--- config.mk ---
export PLATFORM = sky130hd
export DESIGN_NAME = boot_host_uart_flat
export DESIGN_NICKNAME = d
export VERILOG_FILES = /design/src/rtl/boot_host_uart_if.sv /design/src/rtl/boot_host_uart.sv /design/src/flat_wrapper.sv
export SDC_FILE = /design/constraint.sdc
export NUM_CORES = 1
export LEC_CHECK = 0
export CAP_MARGIN = 20
export CORE_ASPECT_RATIO = 1.4
export CORE_MARGIN = 5
export CORE_UTILIZATION = 45
export DETAILED_ROUTE_END_ITERATION = 6
export SYNTH_ARGS = -nofsm -noshare
export SYNTH_HDL_FRONTEND = slang
export SYNTH_SLANG_ARGS = --single-unit
export TNS_END_PERCENT = 50
--- constraint.sdc ---
create_clock -name clk -period 3.7 [get_ports clk]
set_input_delay 0.555 -clock clk [delete_from_list [all_inputs] [get_ports clk]]
set_output_delay 0.555 -clock clk [all_outputs]
set_load 0.02 [all_outputs]
--- src/rtl/boot_host_uart_if.sv ---
// Host-side control bus of the boot upload/verify engine: image writes,
// run control and run status.
interface boot_host_uart_if;
  logic        img_we;
  logic [5:0]  img_adr;
  logic [15:0] img_din;
  logic        start;
  logic        verify;
  logic        busy;
  logic        done;
  logic        err;
  logic [6:0]  mismatch_cnt;

  modport master (
    output img_we, img_adr, img_din, start, verify,
    input  busy, done, err, mismatch_cnt
  );

  modport slave (
    input  img_we, img_adr, img_din, start, verify,
    output busy, done, err, mismatch_cnt
  );
endinterface

--- src/rtl/boot_host_uart.sv ---
// Streams a 64x16 program image over UART 8N1 to the boot loader and can
// capture its scan dump back, counting words that differ from the image.
module boot_host_uart #(
  parameter int CLKS_PER_BIT = 87,
  parameter int GAP_BITS     = 2,
  parameter int TIMEOUT_BITS = 64
) (
  input  logic            clk,
  input  logic            rst_n,
  input  logic            ce,
  boot_host_uart_if.slave host,
  output logic            tx,
  input  logic            rx,
  output logic            scan_req
);

  localparam int CW      = (CLKS_PER_BIT > 1) ? $clog2(CLKS_PER_BIT) : 1;
  localparam int GAP_CYC = GAP_BITS * CLKS_PER_BIT;
  localparam int TO_CYC  = TIMEOUT_BITS * CLKS_PER_BIT;
  localparam int TW      = $clog2(((GAP_CYC > TO_CYC) ? GAP_CYC : TO_CYC) + 1);

  localparam logic [CW-1:0] BIT_LAST = CW'(CLKS_PER_BIT - 1);
  localparam logic [CW-1:0] BIT_HALF = CW'(CLKS_PER_BIT / 2);
  localparam logic [TW-1:0] GAP_LAST = TW'(GAP_CYC - 1);
  localparam logic [TW-1:0] TO_LAST  = TW'(TO_CYC - 1);

  typedef enum logic [2:0] {S_IDLE, S_LOAD, S_SEND, S_GAP, S_RECV, S_FIN} state_t;

  state_t state, state_nx;

  logic [15:0]   image [64];
  logic [CW-1:0] bit_cnt;
  logic [3:0]    bit_idx;
  logic [6:0]    byte_idx;
  logic [TW-1:0] timer;
  logic          verify_q;
  logic          rx_active;
  logic          rx_s1, rx_s2, rx_prev;
  logic          err_q;
  logic [6:0]    mis_q;
  logic [7:0]    rx_shift;
  logic [7:0]    hi_byte;

  logic [15:0]   cur_word;
  logic [7:0]    cur_byte;
  logic          tx_bit_val;
  logic          start_ok, bit_end, send_last, gap_end;
  logic          rx_fall, rx_half, frame_err, byte_ok, recv_last, timeout;

  // Same word index serves the outgoing byte and the incoming compare.
  assign cur_word  = image[byte_idx[6:1]];
  assign cur_byte  = byte_idx[0] ? cur_word[7:0] : cur_word[15:8];
  assign start_ok  = (state == S_IDLE) && host.start;
  assign bit_end   = (bit_cnt == BIT_LAST);
  assign send_last = bit_end && (bit_idx == 4'd9) && (byte_idx == 7'd127);
  assign gap_end   = (timer == GAP_LAST);
  assign rx_fall   = !rx_active && rx_prev && !rx_s2;
  assign rx_half   = rx_active && (bit_cnt == BIT_HALF);
  assign frame_err = rx_half && (bit_idx == 4'd9) && !rx_s2;
  assign byte_ok   = rx_half && (bit_idx == 4'd9) && rx_s2;
  assign recv_last = byte_ok && (byte_idx == 7'd127);
  assign timeout   = !rx_active && !rx_fall && (timer == TO_LAST);

  always_comb begin
    tx_bit_val = 1'b1;
    case (bit_idx)
      4'd0:    tx_bit_val = 1'b0;
      4'd9:    tx_bit_val = 1'b1;
      default: tx_bit_val = cur_byte[3'(bit_idx - 4'd1)];
    endcase
  end

  // State register
  always_ff @(posedge clk) begin
    if (!rst_n)  state <= S_IDLE;
    else if (ce) state <= state_nx;
  end

  // Next-state logic
  always_comb begin
    state_nx = state;
    unique case (state)
      S_IDLE: if (host.start) state_nx = S_LOAD;
      S_LOAD: state_nx = S_SEND;
      S_SEND: if (send_last) state_nx = verify_q ? S_GAP : S_FIN;
      S_GAP:  if (gap_end) state_nx = S_RECV;
      S_RECV: if (frame_err || recv_last || timeout) state_nx = S_FIN;
      S_FIN:  state_nx = S_IDLE;
      default: state_nx = S_IDLE;
    endcase
  end

  // Output logic
  always_comb begin
    tx        = 1'b1;
    host.busy = 1'b0;
    host.done = 1'b0;
    unique case (state)
      S_IDLE: ;
      S_LOAD: host.busy = 1'b1;
      S_SEND: begin
        host.busy = 1'b1;
        tx        = tx_bit_val;
      end
      S_GAP:  host.busy = 1'b1;
      S_RECV: host.busy = 1'b1;
      S_FIN:  host.done = 1'b1;
      default: ;
    endcase
  end

  assign host.err          = err_q;
  assign host.mismatch_cnt = mis_q;

  always_ff @(posedge clk) begin
    if (!rst_n) begin
      bit_cnt   <= '0;
      bit_idx   <= '0;
      byte_idx  <= '0;
      timer     <= '0;
      verify_q  <= 1'b0;
      rx_active <= 1'b0;
      rx_s1     <= 1'b1;
      rx_s2     <= 1'b1;
      rx_prev   <= 1'b1;
      scan_req  <= 1'b0;
      err_q     <= 1'b0;
      mis_q     <= '0;
    end else if (ce) begin
      rx_s1   <= rx;
      rx_s2   <= rx_s1;
      rx_prev <= rx_s2;
      unique case (state)
        S_IDLE: if (start_ok) begin
          verify_q <= host.verify;
          err_q    <= 1'b0;
          mis_q    <= '0;
        end
        S_LOAD: begin
          bit_cnt  <= '0;
          bit_idx  <= '0;
          byte_idx <= '0;
          timer    <= '0;
        end
        S_SEND: begin
          if (bit_end) begin
            bit_cnt <= '0;
            if (bit_idx == 4'd9) begin
              bit_idx  <= '0;
              byte_idx <= byte_idx + 7'd1;
            end else begin
              bit_idx <= bit_idx + 4'd1;
            end
          end else begin
            bit_cnt <= bit_cnt + CW'(1);
          end
        end
        S_GAP: begin
          byte_idx  <= '0;
          rx_active <= 1'b0;
          timer     <= gap_end ? '0 : timer + TW'(1);
          if (gap_end) scan_req <= 1'b1;
        end
        S_RECV: begin
          if (!rx_active) begin
            // Idle timer only runs while waiting for a start bit.
            if (rx_fall) begin
              rx_active <= 1'b1;
              bit_cnt   <= '0;
              bit_idx   <= '0;
              timer     <= '0;
            end else if (timeout) begin
              err_q    <= 1'b1;
              scan_req <= 1'b0;
            end else begin
              timer <= timer + TW'(1);
            end
          end else begin
            if (bit_end) begin
              bit_cnt <= '0;
              bit_idx <= bit_idx + 4'd1;
            end else begin
              bit_cnt <= bit_cnt + CW'(1);
            end
            if (rx_half && (bit_idx == 4'd0) && rx_s2) rx_active <= 1'b0;
            if (rx_half && (bit_idx == 4'd9)) begin
              rx_active <= 1'b0;
              if (!rx_s2) begin
                err_q <= 1'b1;
              end else begin
                scan_req <= 1'b0;
                byte_idx <= byte_idx + 7'd1;
                if (byte_idx[0] && ({hi_byte, rx_shift} != cur_word))
                  mis_q <= mis_q + 7'd1;
              end
            end
          end
        end
        S_FIN: scan_req <= 1'b0;
        default: ;
      endcase
    end
  end

  // Image store and receive shifter carry no reset.
  always_ff @(posedge clk) begin
    if (ce) begin
      if (rst_n && (state == S_IDLE) && host.img_we)
        image[host.img_adr] <= host.img_din;
      if ((state == S_RECV) && rx_half && (bit_idx != 4'd0) && (bit_idx != 4'd9))
        rx_shift <= {rx_s2, rx_shift[7:1]};
      if ((state == S_RECV) && byte_ok && !byte_idx[0])
        hi_byte <= rx_shift;
    end
  end

endmodule

--- src/flat_wrapper.sv ---
// flat-port wrapper written by rule: the top's interface ports become plain ports
module boot_host_uart_flat 
#(
  parameter int CLKS_PER_BIT = 87,
  parameter int GAP_BITS     = 2,
  parameter int TIMEOUT_BITS = 64
)
  (clk, rst_n, ce, tx, rx, scan_req, host_img_we, host_img_adr, host_img_din, host_start, host_verify, host_busy, host_done, host_err, host_mismatch_cnt);
  boot_host_uart_if host_i ();
  input  logic clk;
  input  logic rst_n;
  input  logic ce;
  output logic tx;
  input  logic rx;
  output logic scan_req;
  input wire logic [$bits(host_i.img_we)-1:0] host_img_we;
  input wire logic [$bits(host_i.img_adr)-1:0] host_img_adr;
  input wire logic [$bits(host_i.img_din)-1:0] host_img_din;
  input wire logic [$bits(host_i.start)-1:0] host_start;
  input wire logic [$bits(host_i.verify)-1:0] host_verify;
  output wire logic [$bits(host_i.busy)-1:0] host_busy;
  output wire logic [$bits(host_i.done)-1:0] host_done;
  output wire logic [$bits(host_i.err)-1:0] host_err;
  output wire logic [$bits(host_i.mismatch_cnt)-1:0] host_mismatch_cnt;
  assign host_i.img_we = host_img_we;
  assign host_i.img_adr = host_img_adr;
  assign host_i.img_din = host_img_din;
  assign host_i.start = host_start;
  assign host_i.verify = host_verify;
  assign host_busy = host_i.busy;
  assign host_done = host_i.done;
  assign host_err = host_i.err;
  assign host_mismatch_cnt = host_i.mismatch_cnt;
  boot_host_uart #(.CLKS_PER_BIT(CLKS_PER_BIT), .GAP_BITS(GAP_BITS), .TIMEOUT_BITS(TIMEOUT_BITS)) u_core (.clk(clk), .rst_n(rst_n), .ce(ce), .host(host_i), .tx(tx), .rx(rx), .scan_req(scan_req));
endmodule
==> out/metrics.csv <==
metric,value,unit
Layout Nets,2750,
"CTS clk-pin slew, worst paths",0.06,ns
CTS root buf,clkbuf_16,
FP Rows,135,
Crit path largest cell delay,0.50,ns
Multi-input gate area,0.0108,mm²
CP Cell Sequence,buf_12 > buf_12 > buf_12 > mux4_2 > a22o_1 > a311oi_2 > o22ai_1 > a221oi_2 > a311oi_2 > mux2_4 > o21a_1 > buf_6,
Crit path top cell by count,buf_12,
Synth area leader,edfxtp_1,
Tmin final,4.59,ns
IO Port Bufs,40,
Seq. cell area,0.0323,mm²
Post-Syn Instances,2273,
Die Wd,273,µm
final WL,125000,µm
failing checks,negative setup slack,
Initial Util,45.1,%
vias per cell,5.92,
max cap viols,0,
worst min path class,in -> reg,
Setup TNS,-5.20,ns
Mapped Avg Cell Area,19.1,µm²
Clock Sink Count,1094,
mapped cell area,0.0435,mm²
final worst slack,-0.888,ns
WL/cell,30.5,µm
final setup vio count,8,
I/O Pins,41,
initial antenna violation count,5,
CP Buf/Inv Count,4,
via count,24200,
GRT Residual Overflow,0,
WS Path Type,reg -> out,
final hold violations,0,
GPL Wtd Cong,0.917,
TritonCTS buffer count,98,
worst vdd ir,340,µV
post-DP HPWL,81500,µm
CP max stage cell,mux4_2,
"critical path fanouts, max",9,
cell count of the worst hold path,1,
R2R depth,23,
Die Area,0.103,mm²
GRT Util Overall,24.1,%
"Area growth, synth to finish",20.2,%
Pwr Density,464,mW/mm²
register bit total from synthesis,1094,
ys async rst share,0,%
First-pass DRT Iterations,6,
Core ar.,0.0964,mm²
ANT nets after route,0,
unrepaired setup endpoints after global routing,true,
synth unique cells,82,
htree depth,3,
synth warn,0,
fin util,54.2,%
Mapped Nets,2311,
CTS Buffer Depth,3,
"Slew Viols, Final",0,
Setup crit end,tx,
cell count after placement,3855,
CTS tree,built,
Crit. End Element,output port,
vias in the first global route,24700,
post-synthesis sequential area ratio,74.3,%
Hold Buf Count CTS,0,
fillcell total,7424,
"leading cell type in the layout, fill and taps excluded",edfxtp_1,
Pwr Total,0.0243,W
DRC,0,
CP Depth,12,
Setup crit start kind,flop,
pin count of the biggest net entering global routing,58,
Final period util,124,%
Post-synth EDFFs,1040,
DRT iter0 DRCs,2572,
Layout Skew,0.0194,ns
ratio of cells with drive above 1 in the final layout,32.2,%
Arrival @ worst endpoint,4.03,ns
Area contributors post-synth,"edfxtp_1 (72%), mux4_2 (11%), dfxtp_1 (2.5%)",
Post-synth top flop,edfxtp_1,
Layout Cells excl Fill,4091,
share of the synthesized area in the top cell type,71.8,%
Leakage,16.7,nW
status,"complete, but fails checks",
Worst EP required,3.14,ns
cell family with most CP delay,compound AO/OA/AOI/OAI gates,
first-pass GRT wire length,178000,µm
r2r setup slk,-0.64,ns
FF-to-FF End,u_core.host.mismatch_cnt[0],
Worst-Skew Late Latency,0.70,ns
relative slew slack,31.2,%
Fmax,218,MHz
worst-margin pin slew,1.03,ns
"commonest cells after routing, fill and taps aside","edfxtp_1 (1040), buf_4 (343), mux4_2 (214)",
die height,378,µm
-- worst min-delay path by stage --
stage,startpoint,to,slack [ns]
floorplan,u_core.rx_s2,u_core.rx_shift[7],0.41
global placement,u_core.rx_s1,u_core.rx_s1,0.46
detailed placement,u_core.rx_s1,u_core.rx_s2,0.46
CTS,host_img_din[5],u_core.image[40][5],0.21
global route,host_img_din[5],u_core.image[40][5],0.25
finish,host_img_din[10],u_core.image[10][10],0.25
-- kinds of logic (layout without fill, tap and decap cells) --
kind of cell	count (synthesis)	count (layout)	share of synthesized area (%)
flip-flops	1094	1094	74.3
multiplexers	343	343	14.4
AND/OR/NAND/NOR	414	414	4.50
adder cells (fa/ha/maj)	9	9	0.259
buffers and inverters	136	652	1.92
other	0	1	0
XOR/XNOR	33	33	0.665
AO/OA/AOI/OAI	244	244	3.96
-- repair_timing --
| action | CTS | global route |
|---|---|---|
| pin swaps | 23 | 5 |
| gates cloned | 6 | 0 |
| buffers inserted | 50 | 1 |
| setup endpoints to repair | 8 | 8 |
| gates resized for setup | 102 | 18 |
-- area by class of cell --
| class | instances | share of cell area, % |
|---|---|---|
| Antenna cell | 1 | 0.00479 |
| Clock buffer | 114 | 4.93 |
| Sequential cell | 1094 | 61.8 |
| Multi-Input combinational cell | 1043 | 20.7 |
| Clock inverter | 63 | 1.12 |
| Timing Repair Buffer | 456 | 8.19 |
| Tap cell | 1301 | 3.11 |
| Inverter | 19 | 0.136 |
-- through the flow --
stage / instance area (µm²) / hold slack (ns) / setup slack (ns)
floorplan: 43500 / 0.406 / 0.0285
global placement: 47900 / 0.456 / -0.967
detailed placement: 47900 / 0.460 / -0.948
CTS: 52200 / 0.214 / -0.826
global route: 52300 / 0.245 / -0.936
finish: 52300 / 0.248 / -0.888
-- flip-flops by register name, indices dropped and copies added (netlist names), named ones only --
| name | flops |
|---|---|
| u_core.host.err | 1 |
| u_core.image | 1024 |
| u_core.bit_cnt | 7 |
| u_core.scan_req | 1 |
| u_core.rx_shift | 8 |
| u_core.rx_prev | 1 |
| u_core.rx_active | 1 |
| u_core.bit_idx | 4 |
| u_core.state | 3 |
| u_core.host.mismatch_cnt | 7 |
| u_core.hi_byte | 8 |
| u_core.rx_s2 | 1 |
| u_core.rx_s1 | 1 |
| u_core.byte_idx | 7 |
| u_core.verify_q | 1 |
| u_core.timer | 13 |
-- worst reg2reg max path, cell delays in order, from the launching register on --
cell,delay (ns)
dfxtp_4,0.45
buf_12,0.14
buf_12,0.15
buf_12,0.14
buf_6,0.09
mux4_2,0.51
mux2i_2,0.20
a211oi_2,0.10
buf_4,0.17
nand3_4,0.09
o211ai_1,0.14
buf_4,0.17
buf_4,0.13
buf_4,0.12
buf_4,0.12
buf_4,0.12
buf_4,0.12
buf_4,0.12
buf_4,0.13
xnor2_2,0.11
nand4_1,0.14
or3_4,0.43
and2_4,0.16
a31o_1,0.19
-- Yosys cell counts (all sizes together), types with 4 or more instances --
cell    instances
a211oi          9
a21oi          51
a221o           5
a221oi         22
a22o            9
a22oi          31
a311oi          5
a31oi          14
a32oi           4
and2            9
and3           10
buf            85
clkbuf         30
clkinv          6
dfxtp          54
edfxtp       1040
ha              9
inv            13
mux2           13
mux2i         108
mux4          222
nand2         117
nand2b          9
nand3          38
nand3b          4
nand4          16
nor2          135
nor2b          21
nor3           20
nor3b           4
o211ai          7
o21a            5
o21ai          41
o221ai          4
o22ai           9
o31ai           4
or3            12
or3b            5
xnor2          16
xor2           17
-- where the power goes --
part / switching (W) / internal [W] / total [W] / leakage (nW)
logic: 0.000371 / 0.000148 / 0.000519 / 5.38
registers: 0.0000170 / 0.0136 / 0.0136 / 9.78
clock network: 0.00449 / 0.00568 / 0.0102 / 1.55
-- metal layers --
layer / global-route usage (%) / vias to the layer above / share of wire [%]
met5: 0 / - / 0.010
met4: 9.94 / 2 / 4.3
met3: 4.19 / 246 / 6.8
met2: 41.2 / 1033 / 51
met1: 30.8 / 12800 / 38
li1: - / 10200 / -
No activity file was read; power rests on OpenSTA's default activity.
